## config.mk

```make
export PLATFORM = sky130hd
export DESIGN_NAME = rv32i_dmem_arbiter_flat
export DESIGN_NICKNAME = d
export VERILOG_FILES = /design/src/rtl/rv32i_dmem_arbiter_if.sv /design/src/rtl/rv32i_dmem_arbiter.sv /design/src/flat_wrapper.sv
export SDC_FILE = /design/constraint.sdc
export NUM_CORES = 1
export LEC_CHECK = 0
export BUFFER_PORTS_ARGS = -buffer_cell sky130_fd_sc_hd__buf_2
export CAP_MARGIN = 20
export CELL_PAD_IN_SITES_DETAIL_PLACEMENT = 0
export CELL_PAD_IN_SITES_GLOBAL_PLACEMENT = 1
export CORE_ASPECT_RATIO = 1.4
export CORE_MARGIN = 5
export CORE_UTILIZATION = 24
export DETAILED_ROUTE_END_ITERATION = 10
export HOLD_SLACK_MARGIN = 0.1
export PLACE_DENSITY_LB_ADDON = 0.1
export RECOVER_POWER = 100
export SYNTH_ARGS = -nofsm -noshare
export SYNTH_HDL_FRONTEND = slang
export SYNTH_SLANG_ARGS = --single-unit
```

## constraint.sdc

```tcl
create_clock -name clk -period 3.8 [get_ports clk]
set_input_delay 0.57 -clock clk [delete_from_list [all_inputs] [get_ports clk]]
set_output_delay 0.57 -clock clk [all_outputs]
set_load 0.01 [all_outputs]
```

## src/rtl/rv32i_dmem_arbiter_if.sv

```systemverilog
// Bus bundle between the core data port, the host dmem window and the shared
// single-port data memory.
interface rv32i_dmem_arbiter_if #(
   parameter int ADDR_WIDTH = 12
);
   logic [31:0]           cpu_address;
   logic                  cpu_write;
   logic [31:0]           cpu_writedata;
   logic [3:0]            cpu_byteenable;
   logic                  cpu_read;
   logic [31:0]           cpu_readdata;
   logic                  cpu_waitrequest;

   logic [ADDR_WIDTH-1:0] host_address;
   logic                  host_write;
   logic [31:0]           host_writedata;
   logic                  host_read;
   logic [31:0]           host_readdata;
   logic                  host_waitrequest;

   logic [ADDR_WIDTH-1:0] mem_addr;
   logic                  mem_wr;
   logic [3:0]            mem_be;
   logic [31:0]           mem_wdata;
   logic [31:0]           mem_rdata;

   // Arbiter side.
   modport slave (
      input  cpu_address, cpu_write, cpu_writedata, cpu_byteenable, cpu_read,
      input  host_address, host_write, host_writedata, host_read,
      input  mem_rdata,
      output cpu_readdata, cpu_waitrequest, host_readdata, host_waitrequest,
      output mem_addr, mem_wr, mem_be, mem_wdata
   );

   // Requesters and memory side.
   modport master (
      output cpu_address, cpu_write, cpu_writedata, cpu_byteenable, cpu_read,
      output host_address, host_write, host_writedata, host_read,
      output mem_rdata,
      input  cpu_readdata, cpu_waitrequest, host_readdata, host_waitrequest,
      input  mem_addr, mem_wr, mem_be, mem_wdata
   );
endinterface

```

## src/rtl/rv32i_dmem_arbiter.sv

```systemverilog
// Core-priority arbiter for the shared data memory, with a bounded-wait
// promotion for the host and two-cycle reads through a one-cycle-latency RAM.
module rv32i_dmem_arbiter #(
   parameter int ADDR_WIDTH    = 12,
   parameter int HOST_MAX_WAIT = 8
) (
   input  logic                 clk,
   input  logic                 reset,
   rv32i_dmem_arbiter_if.slave  bus,
   output logic [15:0]          conflict_count
);
   typedef enum logic [1:0] {IDLE, RD_CPU, RD_HOST} state_t;

   localparam logic [7:0] MAX_WAIT = 8'(HOST_MAX_WAIT);

   state_t                state_reg, state_next;
   logic [7:0]            wait_cnt_reg, wait_cnt_next;
   logic [15:0]           conflict_reg, conflict_next;
   logic                  cpu_req, host_req, host_prio;
   logic                  grant_cpu, grant_host, host_served;
   logic [ADDR_WIDTH-1:0] cpu_word;
   logic                  unused_addr_bits;

   assign cpu_req   = bus.cpu_read | bus.cpu_write;
   assign host_req  = bus.host_read | bus.host_write;
   assign cpu_word  = bus.cpu_address[ADDR_WIDTH+1:2];
   assign host_prio = (wait_cnt_reg == MAX_WAIT);
   assign unused_addr_bits = ^{bus.cpu_address[31:ADDR_WIDTH+2], bus.cpu_address[1:0]};

   // Host only beats a requesting core once it has waited its full allowance.
   assign grant_host  = (state_reg == IDLE) && host_req && (host_prio || !cpu_req);
   assign grant_cpu   = (state_reg == IDLE) && cpu_req && !grant_host;
   assign host_served = grant_host || (state_reg == RD_HOST);

   always_comb begin
      state_next           = state_reg;
      bus.mem_addr         = cpu_word;
      bus.mem_wr           = 1'b0;
      bus.mem_be           = 4'h0;
      bus.mem_wdata        = bus.cpu_writedata;
      bus.cpu_waitrequest  = cpu_req;
      bus.host_waitrequest = host_req;
      bus.cpu_readdata     = bus.mem_rdata;
      bus.host_readdata    = bus.mem_rdata;

      case (state_reg)
         IDLE: begin
            if (grant_host) begin
               bus.mem_addr = bus.host_address;
               if (bus.host_write) begin
                  bus.mem_wr           = 1'b1;
                  bus.mem_be           = 4'hF;
                  bus.mem_wdata        = bus.host_writedata;
                  bus.host_waitrequest = 1'b0;
               end else begin
                  state_next = RD_HOST;
               end
            end else if (grant_cpu) begin
               if (bus.cpu_write) begin
                  bus.mem_wr          = 1'b1;
                  bus.mem_be          = bus.cpu_byteenable;
                  bus.cpu_waitrequest = 1'b0;
               end else begin
                  state_next = RD_CPU;
               end
            end
         end
         RD_CPU: begin
            bus.cpu_waitrequest  = 1'b0;
            bus.host_waitrequest = 1'b1;
            state_next           = IDLE;
         end
         RD_HOST: begin
            bus.mem_addr         = bus.host_address;
            bus.host_waitrequest = 1'b0;
            bus.cpu_waitrequest  = 1'b1;
            state_next           = IDLE;
         end
         default: state_next = IDLE;
      endcase

      // Reset silences the memory and stalls both sides, aborting any read.
      if (reset) begin
         state_next           = IDLE;
         bus.mem_wr           = 1'b0;
         bus.mem_be           = 4'h0;
         bus.cpu_waitrequest  = 1'b1;
         bus.host_waitrequest = 1'b1;
         bus.cpu_readdata     = 32'h0;
         bus.host_readdata    = 32'h0;
      end
   end

   always_comb begin
      wait_cnt_next = wait_cnt_reg;
      if (!host_req || host_served)
         wait_cnt_next = 8'h0;
      else if (wait_cnt_reg < MAX_WAIT)
         wait_cnt_next = wait_cnt_reg + 8'h1;

      conflict_next = conflict_reg;
      if ((state_reg == IDLE) && cpu_req && host_req && (conflict_reg != 16'hFFFF))
         conflict_next = conflict_reg + 16'h1;
   end

   always_ff @(posedge clk) begin
      if (reset) begin
         state_reg    <= IDLE;
         wait_cnt_reg <= 8'h0;
         conflict_reg <= 16'h0;
      end else begin
         state_reg    <= state_next;
         wait_cnt_reg <= wait_cnt_next;
         conflict_reg <= conflict_next;
      end
   end

   assign conflict_count = conflict_reg;
endmodule
```

## src/flat_wrapper.sv

```systemverilog
// flat-port wrapper written by rule: the top's interface ports become plain ports
module rv32i_dmem_arbiter_flat 
#(
   parameter int ADDR_WIDTH    = 12,
   parameter int HOST_MAX_WAIT = 8
)
  (clk, reset, conflict_count, bus_cpu_address, bus_cpu_write, bus_cpu_writedata, bus_cpu_byteenable, bus_cpu_read, bus_host_address, bus_host_write, bus_host_writedata, bus_host_read, bus_mem_rdata, bus_cpu_readdata, bus_cpu_waitrequest, bus_host_readdata, bus_host_waitrequest, bus_mem_addr, bus_mem_wr, bus_mem_be, bus_mem_wdata);
  rv32i_dmem_arbiter_if #(.ADDR_WIDTH(ADDR_WIDTH)) bus_i ();
  input  logic clk;
  input  logic reset;
  output logic [15:0] conflict_count;
  input wire logic [$bits(bus_i.cpu_address)-1:0] bus_cpu_address;
  input wire logic [$bits(bus_i.cpu_write)-1:0] bus_cpu_write;
  input wire logic [$bits(bus_i.cpu_writedata)-1:0] bus_cpu_writedata;
  input wire logic [$bits(bus_i.cpu_byteenable)-1:0] bus_cpu_byteenable;
  input wire logic [$bits(bus_i.cpu_read)-1:0] bus_cpu_read;
  input wire logic [$bits(bus_i.host_address)-1:0] bus_host_address;
  input wire logic [$bits(bus_i.host_write)-1:0] bus_host_write;
  input wire logic [$bits(bus_i.host_writedata)-1:0] bus_host_writedata;
  input wire logic [$bits(bus_i.host_read)-1:0] bus_host_read;
  input wire logic [$bits(bus_i.mem_rdata)-1:0] bus_mem_rdata;
  output wire logic [$bits(bus_i.cpu_readdata)-1:0] bus_cpu_readdata;
  output wire logic [$bits(bus_i.cpu_waitrequest)-1:0] bus_cpu_waitrequest;
  output wire logic [$bits(bus_i.host_readdata)-1:0] bus_host_readdata;
  output wire logic [$bits(bus_i.host_waitrequest)-1:0] bus_host_waitrequest;
  output wire logic [$bits(bus_i.mem_addr)-1:0] bus_mem_addr;
  output wire logic [$bits(bus_i.mem_wr)-1:0] bus_mem_wr;
  output wire logic [$bits(bus_i.mem_be)-1:0] bus_mem_be;
  output wire logic [$bits(bus_i.mem_wdata)-1:0] bus_mem_wdata;
  assign bus_i.cpu_address = bus_cpu_address;
  assign bus_i.cpu_write = bus_cpu_write;
  assign bus_i.cpu_writedata = bus_cpu_writedata;
  assign bus_i.cpu_byteenable = bus_cpu_byteenable;
  assign bus_i.cpu_read = bus_cpu_read;
  assign bus_i.host_address = bus_host_address;
  assign bus_i.host_write = bus_host_write;
  assign bus_i.host_writedata = bus_host_writedata;
  assign bus_i.host_read = bus_host_read;
  assign bus_i.mem_rdata = bus_mem_rdata;
  assign bus_cpu_readdata = bus_i.cpu_readdata;
  assign bus_cpu_waitrequest = bus_i.cpu_waitrequest;
  assign bus_host_readdata = bus_i.host_readdata;
  assign bus_host_waitrequest = bus_i.host_waitrequest;
  assign bus_mem_addr = bus_i.mem_addr;
  assign bus_mem_wr = bus_i.mem_wr;
  assign bus_mem_be = bus_i.mem_be;
  assign bus_mem_wdata = bus_i.mem_wdata;
  rv32i_dmem_arbiter #(.ADDR_WIDTH(ADDR_WIDTH), .HOST_MAX_WAIT(HOST_MAX_WAIT)) u_core (.clk(clk), .reset(reset), .bus(bus_i), .conflict_count(conflict_count));
endmodule
```

==> out/qor.yml, run 1 <==
detailed_routing:
  via_per_inst: 4.48
  wl_met2_um: 5480
  routed_wl_um: 10400
  vias: 2883
  wire_per_inst_um: 16.1
  drt_iter0_drc: 97
  dr.max_layer_used: "met4"
  dr_wl_met3_um: 1040
  drt_first_pass_iters: 4
  postRouteAntennaNets: 0
  drc_errors: 0
  wl_met1_um: 3780
timing:
  hold_viol: 0
  slew_viol_final: 0
  fin_skew_ns: 0.00303
  fmax_mhz: 306
  period_minus_slack_ns: 3.27
  rsz0062_at_grt: "no"
  setup_viol: 0
  worst_pin_slew_ns: 1.40
  max-slew-margin-rel: 0.0664
  setup_tns_ns: 0
  fin_crit_sh: 0.861
floorplan:
  rows: 44
  die_w_um: 96.4
  die_y_um: 131
  ios: 281
  start_util: 0.244
  core-area_um2: 10300
  die_area_um2: 12600
layout:
  layout-drive-gt1-share: 0.368
  largest_reg_flops: 16
  nFillCells: 1192
  final-seq-area_um2: 520
  nets: 659
  diodes: 0
  areaGrowthSynthToFinish_pct: 42.2
  fin_cells: 643
  multiInputGateArea_um2: 1570
synthesis:
  synth_ff_type: "dfxtp_1"
  avgSynthCellArea_um2: 8.71
  synth_edf_count: 0
  syn_area_um2: 2510
  ys_seq_area_frac: 0.207
  syn_inst: 288
  ys_warn_count: 0
  synthArstFlopShare: 0
  synth_fp_nets: 441
  ys_ff_latch: 26
  synth.distinct_cells: 46
cts:
  cts_setup_buffers: 0
  ctsLongestPathBuffers: 2
  htreeDepth: 1
  cts_tree: "yes"
  cts-root-buf: "clkbuf_16"
  path_clk_slew_ns: 0.07
  postCtsHoldBufs: 0
  cts_num_sinks: 26
  cts_buffers: 3
  clk_latency_ns: 0.27
  post_cts_resized: 0
setup_path:
  worstPathArrival_ns: 2.70
  worst_path_max_delay_cell: "o31ai_4"
  endpoint_kind: "primary output"
  crit_required_ns: 3.23
  max_stage_delay_ns: 0.89
  path_class: "reg2out"
  path_max_fanout: 20
  worstSetupStartpointType: "flop"
  worstPathCellList: "nor4_4 > a21oi_1 > o31ai_4 > mux2_2 > clkbuf_1"
status:
  outcome: "complete, no violations"
pwr:
  ir_worst_vdd_mv: 0.165
  power.density_cell_area_nw_per_um2: 249
  leakagePower_uw: 0.00150
placement:
  io_buffers: 260
  dp_hpwl_um: 8590
  dpl.cell_count: 638
  routabilityCongestion: 0.753
global_route:
  grt_pass1_vias: 2490
  grt_start_max_net_pins: 39
  overflow: 0
  grt_usage: 0.137
  grt_pass1_wl_um: 13500
  antenna_found_initial: 0
flow_run:
  drv_cap: 0
hold_path:
  hold_path.class: "reg2reg"
==> power by group <==
part           internal, µW  switching [µW]
clock network           210             107
logic                   133             154
registers               277            7.26
==> placed cells by master, fill, tap and decap left out, types with 2 or more instances in the layout <==
cell and n:
mux2_1 16, o31ai_1 12, nor4b_1 4, nor2_1 8, nor4_1 8, o21ai_0 3
nand4_1 4, or4_1 9, buf_2 146, nand2_1 10, clkbuf_16 3, a21oi_1 22
dfxtp_1 26, and4_1 2, a41oi_1 2, ha_1 3, mux2_2 30, nor2b_1 38
nand3_1 5, or3_1 6, clkbuf_1 115, inv_1 9, nor3_1 2
==> path summary, 6_finish.rpt <==
check                                                         start                                    end  slack [ns]  cells past startpoint
worst max register to register     u_core.state_reg[0]$_SDFFE_PP0P_  u_core.conflict_count[3]$_SDFFE_PP0P_        1.46                      4
worst min register to register  u_core.wait_cnt_reg[5]$_SDFFE_PP0N_    u_core.wait_cnt_reg[5]$_SDFFE_PP0N_        0.51                      1
worst max-delay path            u_core.wait_cnt_reg[7]$_SDFFE_PP0N_                        bus_mem_addr[8]        0.53                      5
worst min-delay path            u_core.wait_cnt_reg[5]$_SDFFE_PP0N_    u_core.wait_cnt_reg[5]$_SDFFE_PP0N_        0.51                      1
==> cells in the mapped netlist (5+ instances only) <==
| master | count | area, µm² |
|---|---|---|
| o31ai_1 | 12 | 90.1 |
| mux2_2 | 32 | 360 |
| dfxtp_1 | 26 | 521 |
| or3_1 | 6 | 37.5 |
| nor2_1 | 7 | 26.3 |
| nor4_1 | 8 | 50.1 |
| buf_4 | 34 | 255 |
| a21oi_1 | 21 | 105 |
| nand3_1 | 5 | 25.0 |
| inv_1 | 9 | 33.8 |
| nand2_1 | 10 | 37.5 |
| nor2b_1 | 38 | 238 |
| or4_1 | 9 | 67.6 |
| clkbuf_1 | 9 | 33.8 |
| mux2_4 | 14 | 210 |
==> critical path: cells and delay by family (launching register included) <==
kind            cells  cell delay [ns]
compound gates      2             1.12
flops               1             0.33
buf+inv             1             0.16
simple gates        1             0.41
mux                 1             0.42
==> logic make-up (layout without fill, tap and decap cells) <==
kind of cell,count (synthesis),after routing,synth area share
buf+inv,58,275,0.148
simple gates,108,108,0.280
mux,46,46,0.227
fa+ha+maj,3,3,0.0150
xor+xnor,2,2,0.00698
flops,26,26,0.207
compound gates,45,45,0.116
==> stage by stage <==
stage | power [µW] | instance area, µm² | utilization | setup WS (ns) | hold WS, ns
floorplan | 474 | 2510 | - | 1.49 | 0.494
global placement | 607 | 3660 | 0.356 | 0.712 | 0.493
detailed placement | 608 | 3660 | 0.356 | 0.693 | 0.504
CTS | 927 | 3770 | 0.366 | 0.528 | 0.515
global route | 935 | 3570 | 0.347 | 0.336 | 0.529
finish | 888 | 3570 | 0.347 | 0.527 | 0.515
==> final cells by class <==
type                       instances  area share
clock buffer                       3      0.0210
clock inverter                     1     0.00841
inverter                           9     0.00946
multi-input combinational        204       0.439
sequential                        26       0.146
tap                              138      0.0484
timing repair buffer             262       0.328
==> routing by layer <==
layer | vias to the layer above | global-route usage
met5 | - | 0
met4 | 0 | 0.0330
met3 | 5 | 0.0298
met2 | 121 | 0.257
met1 | 1315 | 0.155
li1 | 1442 | -
Note: power is estimated with default switching activity, not from simulation.
==> inputs of run 2 (changes only) <==
==> config.mk (replaced) <==
export PLATFORM = sky130hd
export DESIGN_NAME = rv32i_dmem_arbiter_flat
export DESIGN_NICKNAME = d
export VERILOG_FILES = /design/src/rtl/rv32i_dmem_arbiter_if.sv /design/src/rtl/rv32i_dmem_arbiter.sv /design/src/flat_wrapper.sv
export SDC_FILE = /design/constraint.sdc
export NUM_CORES = 1
export LEC_CHECK = 0
export BUFFER_PORTS_ARGS = -buffer_cell sky130_fd_sc_hd__buf_2
export CAP_MARGIN = 20
export CORE_AREA = 5 5 106 108
export DETAILED_ROUTE_END_ITERATION = 10
export DIE_AREA = 0 0 111 113
export HOLD_SLACK_MARGIN = 0.1
export SYNTH_ARGS = -nofsm -noshare
export SYNTH_HDL_FRONTEND = slang
export SYNTH_SLANG_ARGS = --single-unit
==> run 2 against run 1 <==
Against the previous run:
- critical endpoint is now bus_mem_wdata[15]
- worst setup slack improved by 0.13 ns
- highest routed layer unchanged
- clock power fell by 26%
- via count grew 4.5%
- maximum frequency grew 4.1%
==> out/qor.yml, run 2 (synthesis gave the netlist of run 1 again) <==
pwr:
  seq_power_share: 0.334  # was 0.320
  p_clk_frac: 0.274  # was 0.357
  leakagePower_uw: 0.00196  # was 0.00150 µW
  p_int_uw: 580  # was 620 µW
  power_switching_uw: 271  # was 268 µW
  ir_worst_vdd_mv: 0.218  # was 0.165 mV
  power_frac_comb: 0.392  # was 0.323
  p_sw_frac: 0.319  # was 0.302
  power.density_cell_area_nw_per_um2: 228  # was 249 nW/µm²
  p_total_uw: 851  # was 888 µW
layout:
  final_common_cell: "buf_2"  # unchanged
  final_cell_mix: "buf_2 (260), nor2b_1 (38), mux2_2 (32), dfxtp_1 (26), a21oi_1 (21)"  # was buf_2 (146), clkbuf_1 (115), nor2b_1 (38), mux2_2 (30), dfxtp_1 (26)
  nets: 660  # was 659
  diodes: 0  # unchanged
  layout-drive-gt1-share: 0.632  # was 0.368
  nFillCells: 1065  # was 1192
  largest_reg_flops: 16  # unchanged
  multiInputGateArea_um2: 1620  # was 1570 µm²
  areaGrowthSynthToFinish_pct: 48.9  # was 42.2%
  final-seq-area_um2: 520  # unchanged
flow_run:
  drv_cap: 0  # unchanged
timing:
  max-slew-margin-rel: 0.410  # was 0.0664
  rsz0062_at_grt: "no"  # unchanged
  worst_pin_slew_ns: 0.874  # was 1.40 ns
  setup_tns_ns: 0  # unchanged
  slew_viol_final: 0  # unchanged
  hold_viol: 0  # unchanged
  fmax_mhz: 318  # was 306 MHz
  fin_skew_ns: 0.00897  # was 0.00303 ns
  period_minus_slack_ns: 3.15  # was 3.27 ns
  fin_crit_sh: 0.828  # was 0.861
  setup_viol: 0  # unchanged
cts:
  path_clk_slew_ns: 0.09  # was 0.07 ns
  cts_setup_buffers: 0  # unchanged
  ctsLongestPathBuffers: 2  # unchanged
  post_cts_resized: 0  # unchanged
  htreeDepth: 1  # unchanged
  cts-root-buf: "clkbuf_8"  # was clkbuf_16
  clk_latency_ns: 0.28  # was 0.27 ns
  postCtsHoldBufs: 0  # unchanged
  cts_tree: "yes"  # unchanged
  cts_num_sinks: 26  # unchanged
  cts_buffers: 3  # unchanged
setup_path:
  worstSetupStartpointType: "flop"  # unchanged
  path_max_fanout: 38  # was 20
  path_class: "reg2out"  # unchanged
  endpoint_kind: "primary output"  # unchanged
  crit_required_ns: 3.23  # about the same
  r2r-end: "u_core.conflict_count[14]$_SDFFE_PP0P_"  # was u_core.conflict_count[3]$_SDFFE_PP0P_
  worstPathArrival_ns: 2.58  # was 2.70 ns
  rrSetupSlack_ns: 1.70  # was 1.46 ns
  reg2reg_depth: 5  # was 4
  r2r_start: "u_core.conflict_count[0]$_SDFFE_PP0P_"  # was u_core.state_reg[0]$_SDFFE_PP0P_
global_route:
  grtUsageMet1: 0.215  # was 0.155
  grt_usage: 0.177  # was 0.137
  top_usage_layer: "met2"  # unchanged
  overflow: 0  # unchanged
  antenna_found_initial: 0  # unchanged
  grt_pass1_vias: 2939  # was 2490
  use_met3: 0.118  # was 0.0298
  use_met2: 0.272  # was 0.257
  grt_pass1_wl_um: 17500  # was 13500 µm
  grt_start_max_net_pins: 43  # was 39
placement:
  dp_hpwl_um: 10800  # was 8590 µm
  routabilityCongestion: 0.875  # was 0.753
  io_buffers: 260  # unchanged
floorplan:
  start_util: 0.248  # was 0.244
  ios: 281  # unchanged
  die_area_um2: 12500  # was 12600 µm²
  die_w_um: 111  # was 96.4 µm
  core-area_um2: 10100  # was 10300 µm²
  die_y_um: 113  # was 131 µm
  rows: 37  # was 44
detailed_routing:
  vias: 3014  # was 2883
  wire_per_inst_um: 19.2  # was 16.1 µm
  postRouteAntennaNets: 0  # unchanged
  routed_wl_um: 12300  # was 10400 µm
  drt_iter0_drc: 156  # was 97
  drc_errors: 0  # unchanged
  via_per_inst: 4.69  # was 4.48
  drt_first_pass_iters: 4  # unchanged
status:
  outcome: "complete, no violations"  # unchanged
hold_path:
  hold_depth: 2  # was 1
  worstHoldStart: "u_core.conflict_count[3]$_SDFFE_PP0P_"  # was u_core.wait_cnt_reg[5]$_SDFFE_PP0N_
  min_to: "u_core.conflict_count[3]$_SDFFE_PP0P_"  # was u_core.wait_cnt_reg[5]$_SDFFE_PP0N_
  hold_path.class: "reg2reg"  # unchanged
==> run 2: cell types whose count changed in the layout (fill, tap and decap cells not counted), sizes merged <==
cell	previous run	this run
buf	146	263
clkbuf	119	3
==> run 2: worst max path at each step <==
| stage | start | end | slack [ns] | cells past startpoint |
|---|---|---|---|---|
| CTS | u_core.wait_cnt_reg[0]$_SDFFE_PP0N_ | bus_mem_wdata[31] | 0.67 | 7 |
| global placement | bus_cpu_read | bus_mem_wdata[31] | 0.94 | 6 |
| finish | u_core.wait_cnt_reg[0]$_SDFFE_PP0N_ | bus_mem_wdata[15] | 0.65 | 7 |
| floorplan | u_core.wait_cnt_reg[0]$_SDFFE_PP0N_ | bus_mem_wdata[17] | 1.49 | 8 |
| global route | u_core.wait_cnt_reg[0]$_SDFFE_PP0N_ | bus_mem_wdata[15] | 0.58 | 7 |
| detailed placement | bus_cpu_read | bus_mem_wdata[21] | 0.88 | 6 |
==> run 2: per-stage QoR <==
step | setup slack [ns] | hold slack, ns | std cells | utilization | area (µm²)
4_1_cts | 0.670 | 0.518 | 641 | 0.368 | 3730
5_1_grt | 0.581 | 0.533 | 642 | 0.369 | 3740
3_3_place_gp | 0.941 | 0.491 | 637 | 0.361 | 3660
2_1_floorplan | 1.49 | 0.494 | 288 | - | 2510
3_5_place_dp | 0.881 | 0.504 | 637 | 0.361 | 3660
6_report | 0.655 | 0.513 | 642 | 0.369 | 3740
==> run 2: layout make-up <==
class | instances | share of cell area
multi-input combinational | 204 | 0.433
sequential | 26 | 0.139
timing repair buffer | 263 | 0.354
clock inverter | 1 | 0.00803
clock buffer | 3 | 0.0110
tap | 136 | 0.0455
inverter | 9 | 0.00904
==> run 2: metal layers <==
layer | wire length (µm) | vias up | part of all wire
li1 | - | 1448 | -
met1 | 4790 | 1398 | 0.39
met2 | 5500 | 162 | 0.45
met3 | 2000 | 6 | 0.16
met4 | 51 | 0 | 0.0041
met5 | 0 | - | 0
==> run 2: power groups by stage <==
| stage | combinational (µW) | sequential [µW] | clock, µW |
|---|---|---|---|
| floorplan | 185 | 289 | 0 |
| global placement | 336 | 291 | 0 |
| detailed placement | 337 | 291 | 0 |
| CTS | 339 | 285 | 235 |
| global route | 366 | 286 | 251 |
| finish | 334 | 285 | 233 |
==> run 2: critical path: stages, from the launching register on <==
cell and delay [ns]:
dfxtp_1 0.41, inv_1 0.06, ha_1 0.18, and3b_1 0.20
a21oi_2 0.23, nand3b_4 0.56, mux2_2 0.45, buf_2 0.15
==> inputs of run 3 (changes only) <==
--- a/config.mk
+++ b/config.mk
@@ -5,12 +5,14 @@
 export SDC_FILE = /design/constraint.sdc
 export NUM_CORES = 1
 export LEC_CHECK = 0
+export ABC_AREA = 1
 export BUFFER_PORTS_ARGS = -buffer_cell sky130_fd_sc_hd__buf_2
 export CAP_MARGIN = 20
-export CORE_AREA = 5 5 106 108
+export CORE_AREA = 5 5 107 109
 export DETAILED_ROUTE_END_ITERATION = 10
-export DIE_AREA = 0 0 111 113
+export DIE_AREA = 0 0 112 114
 export HOLD_SLACK_MARGIN = 0.1
+export PLACE_DENSITY = 0.67
 export SYNTH_ARGS = -nofsm -noshare
 export SYNTH_HDL_FRONTEND = slang
 export SYNTH_SLANG_ARGS = --single-unit
==> constraint.sdc (replaced) <==
create_clock -name clk -period 2.6 [get_ports clk]
set_input_delay 0.39 -clock clk [delete_from_list [all_inputs] [get_ports clk]]
set_output_delay 0.39 -clock clk [all_outputs]
set_load 0.01 [all_outputs]
==> run 3 against run 2 <==
Against the previous run:
- synthesized cell count rose by 78%
- power rose by 60%
- sequential power rose by 50%
- count of clock-buffer cells in the layout did not move
- critical endpoint is now bus_mem_wdata[14]
- register-to-register slack got worse by 0.86 ns
- clock power rose by 45%
- final cell count rose by 36%
- non-clock buffer count rose by 4
==> out/qor.yml, run 3 <==
status:
  outcome: "complete, no violations"  # unchanged
pwr:
  seq_power_share: 0.314  # was 0.334
  ir_worst_vdd_mv: 0.176  # was 0.218 mV
  power_frac_comb: 0.439  # was 0.392
  leakagePower_uw: 0.00239  # was 0.00196 µW
  p_int_uw: 864  # was 580 µW
  p_clk_frac: 0.248  # was 0.274
  power_switching_uw: 502  # was 271 µW
  power.density_cell_area_nw_per_um2: 333  # was 228 nW/µm²
  p_sw_frac: 0.367  # was 0.319
detailed_routing:
  drc_errors: 0  # unchanged
  via_per_inst: 4.29  # was 4.69
  wire_per_inst_um: 11.9  # was 19.2 µm
  drt_first_pass_iters: 4  # unchanged
  routed_wl_um: 10300  # was 12300 µm
  postRouteAntennaNets: 0  # unchanged
  drt_iter0_drc: 248  # was 156
  vias: 3740  # was 3014
timing:
  period_minus_slack_ns: 2.40
  fin_skew_ns: 0.00205  # was 0.00897 ns
  fin_crit_sh: 0.922
  rsz0062_at_grt: "no"  # unchanged
  slew_viol_final: 0  # unchanged
  hold_viol: 0  # unchanged
  setup_viol: 0  # unchanged
  setup_tns_ns: 0  # unchanged
  max-slew-margin-rel: 0.686  # was 0.410
  worst_pin_slew_ns: 0.471  # was 0.874 ns
  fmax_mhz: 417
layout:
  layout-drive-gt1-share: 0.401  # was 0.632
  diodes: 0  # unchanged
  largest_reg_flops: 16  # unchanged
  nets: 885  # was 660
  nFillCells: 1196  # was 1065
  areaGrowthSynthToFinish_pct: 42.8  # was 48.9%
  fin_cells: 871  # was 642
  final_cell_mix: "buf_2 (260), nand2_1 (161), nor2_1 (76), inv_1 (75), o21ai_0 (37)"  # was buf_2 (260), nor2b_1 (38), mux2_2 (32), dfxtp_1 (26), a21oi_1 (21)
  final_common_cell: "buf_2"  # unchanged
cts:
  cts_tree: "yes"  # unchanged
  cts_num_sinks: 26  # unchanged
  postCtsHoldBufs: 0  # unchanged
  cts_setup_buffers: 0  # unchanged
  clk_latency_ns: 0.27  # was 0.28 ns
  cts-root-buf: "clkbuf_8"  # unchanged
  ctsLongestPathBuffers: 2  # unchanged
  htreeDepth: 1  # unchanged
  cts_buffers: 3  # unchanged
  post_cts_resized: 0  # unchanged
  path_clk_slew_ns: 0.09  # about the same
setup_path:
  max_stage_delay_ns: 0.44  # was 0.56 ns
  worstSetupStartpointType: "flop"  # unchanged
  crit_required_ns: 2.21  # was 3.23 ns
  path_max_fanout: 18  # was 38
  worstPathCellList: "nor2_8 > inv_4 > nor2_8 > nand2_4 > buf_4 > o21ai_0 > nand2_1 > buf_2"  # was inv_1 > ha_1 > and3b_1 > a21oi_2 > nand3b_4 > mux2_2 > buf_2
  worst-path-buf-inv: 3  # was 2
  cp_top_family: "simple AND/OR/NAND/NOR gates"  # unchanged
  path_class: "reg2out"  # unchanged
  endpoint_kind: "primary output"  # unchanged
  critPathCapture: "bus_mem_wdata[14]"  # was bus_mem_wdata[15]
  worstPathArrival_ns: 2.01  # was 2.58 ns
  r2r_start: "u_core.state_reg[0]$_SDFFE_PP0P_"  # was u_core.conflict_count[0]$_SDFFE_PP0P_
  crit_top_cell: "nor2_8"
  rrSetupSlack_ns: 0.84  # was 1.70 ns
  path_depth: 8  # was 7
  r2r-end: "u_core.conflict_count[8]$_SDFFE_PP0P_"  # was u_core.conflict_count[14]$_SDFFE_PP0P_
  worst_path_max_delay_cell: "dfxtp_1"  # was nand3b_4
  reg2reg_depth: 7  # was 5
  crit_start: "u_core.state_reg[0]$_SDFFE_PP0P_"  # was u_core.wait_cnt_reg[0]$_SDFFE_PP0N_
hold_path:
  worstHoldStart: "reset"  # was u_core.conflict_count[3]$_SDFFE_PP0P_
  hold_path.class: "in2reg"  # was reg2reg
synthesis:
  ys_warn_count: 0  # unchanged
  synth_top_family_by_area: "simple AND/OR/NAND/NOR gates"  # unchanged
  yosys-top-cells-area: "nand2_1 (21%), dfxtp_1 (18%), nor2_1 (9.9%), inv_1 (9.8%), buf_4 (8.6%)"  # was dfxtp_1 (21%), mux2_2 (14%), buf_4 (10%), nor2b_1 (9.5%), mux2_4 (8.4%)
  avgSynthCellArea_um2: 5.61  # was 8.71 µm²
  yosysMostFrequentCell: "nand2_1"  # was nor2b_1
  syn_inst: 512  # was 288
  synth_xor_area_frac: 0.0244  # was 0.00698
  muxShareOfSynthArea: 0  # was 0.227
  synthSimpleGateAreaFrac: 0.402  # was 0.280
  synth_compound_area_frac: 0.142  # was 0.116
  synth_ff_type: "dfxtp_1"  # unchanged
  synth_fp_nets: 665  # was 441
  synth_common_cells: "nand2_1 (161), nor2_1 (76), inv_1 (75)"  # was nor2b_1 (38), buf_4 (34), mux2_2 (32)
  synthArstFlopShare: 0  # unchanged
  ys_seq_area_frac: 0.181  # was 0.207
  synth.distinct_cells: 33  # was 46
  synthAdderAreaFrac: 0.0131  # was 0.0150
  synth_edf_count: 0  # unchanged
  synth_top_area_cell: "nand2_1"  # was dfxtp_1
  synth_top_cell_area_share: 0.210  # was 0.207
  ys_ff_latch: 26  # unchanged
  syn_area_um2: 2870  # was 2510 µm²
global_route:
  top_usage_layer: "met2"  # unchanged
  grt_usage: 0.148  # was 0.177
  use_met2: 0.266  # was 0.272
  grt_start_max_net_pins: 48  # was 43
  grtUsageMet1: 0.182  # was 0.215
  grt_pass1_wl_um: 16000  # was 17500 µm
  overflow: 0  # unchanged
  use_met3: 0.0324  # was 0.118
  grt_pass1_vias: 3459  # was 2939
  antenna_found_initial: 0  # unchanged
flow_run:
  drv_cap: 0  # unchanged
floorplan:
  die_area_um2: 12800  # was 12500 µm²
  ios: 281  # unchanged
  die_y_um: 114  # was 113 µm
  die_w_um: 112  # was 111 µm
  rows: 38  # was 37
  core-area_um2: 10500  # was 10100 µm²
  start_util: 0.273  # was 0.248
placement:
  dp_hpwl_um: 8590  # was 10800 µm
  routabilityCongestion: 0.880  # was 0.875
  io_buffers: 260  # unchanged
  dpl.cell_count: 867  # was 637
run 3: per-layer routing:
| metal | vias to the layer above | wire length, µm | part of all wire |
|---|---|---|---|
| met2 | 184 | 4940 | 0.48 |
| li1 | 1966 | - | - |
| met4 | 0 | 140 | 0.014 |
| met3 | 6 | 1030 | 0.10 |
| met1 | 1584 | 4220 | 0.41 |
| met5 | - | 0 | 0 |
run 3: cell families (layout without fill, tap and decap cells):
group	Yosys count	after routing
XOR/XNOR	8	8
AO/OA/AOI/OAI	71	71
buffers and inverters	131	350
adder cells (fa/ha/maj)	3	3
AND/OR/NAND/NOR	273	273
flip-flops	26	26
run 3: worst min path at each step:
stage / to / slack (ns) / cells past startpoint
after floorplan: u_core.wait_cnt_reg[6]$_SDFFE_PP0N_ / 0.41 / 2
after global placement: u_core.wait_cnt_reg[6]$_SDFFE_PP0N_ / 0.42 / 2
after detailed placement: u_core.wait_cnt_reg[7]$_SDFFE_PP0N_ / 0.43 / 2
after CTS: u_core.state_reg[1]$_SDFFE_PP0P_ / 0.42 / 4
after global routing: u_core.state_reg[0]$_SDFFE_PP0P_ / 0.45 / 4
final: u_core.state_reg[1]$_SDFFE_PP0P_ / 0.42 / 4
run 3: worst reg2reg max path, cell delays in order (launching register included):
cell and delay [ns]:
dfxtp_1 0.44, nor2_8 0.22, inv_4 0.08, nor2_8 0.20, nand2_4 0.11, nor2_4 0.34, o21ai_0 0.15, a21oi_1 0.14
run 3: area by class of cell:
class                      instances  area (µm²)  share of cell area
clock buffer                       3        41.3              0.0101
timing repair buffer             267        1370               0.333
multi-input combinational        355        1670               0.407
tap                              140         175              0.0427
clock inverter                     1        30.0             0.00732
sequential                        26         520               0.127
inverter                          79         299              0.0729
run 3: power groups by stage:
stage          sequential, µW  clock [µW]  combinational (µW)
2_1_floorplan             432           0                 379
3_3_place_gp              438           0                 605
3_5_place_dp              437           0                 607
4_1_cts                   428         348                 611
5_1_grt                   431         363                 675
6_report                  428         338                 599
run 3: metrics by stage:
stage	total power, µW	area (µm²)	util	hold slack [ns]	setup WS, ns
final	1370	4100	0.390	0.423	0.204
after global routing	1470	4100	0.390	0.452	0.0627
after CTS	1390	4100	0.390	0.422	0.181
after detailed placement	1040	4030	0.384	0.425	0.466
after global placement	1040	4030	0.384	0.416	0.468
after floorplan	811	2870	-	0.408	0.727
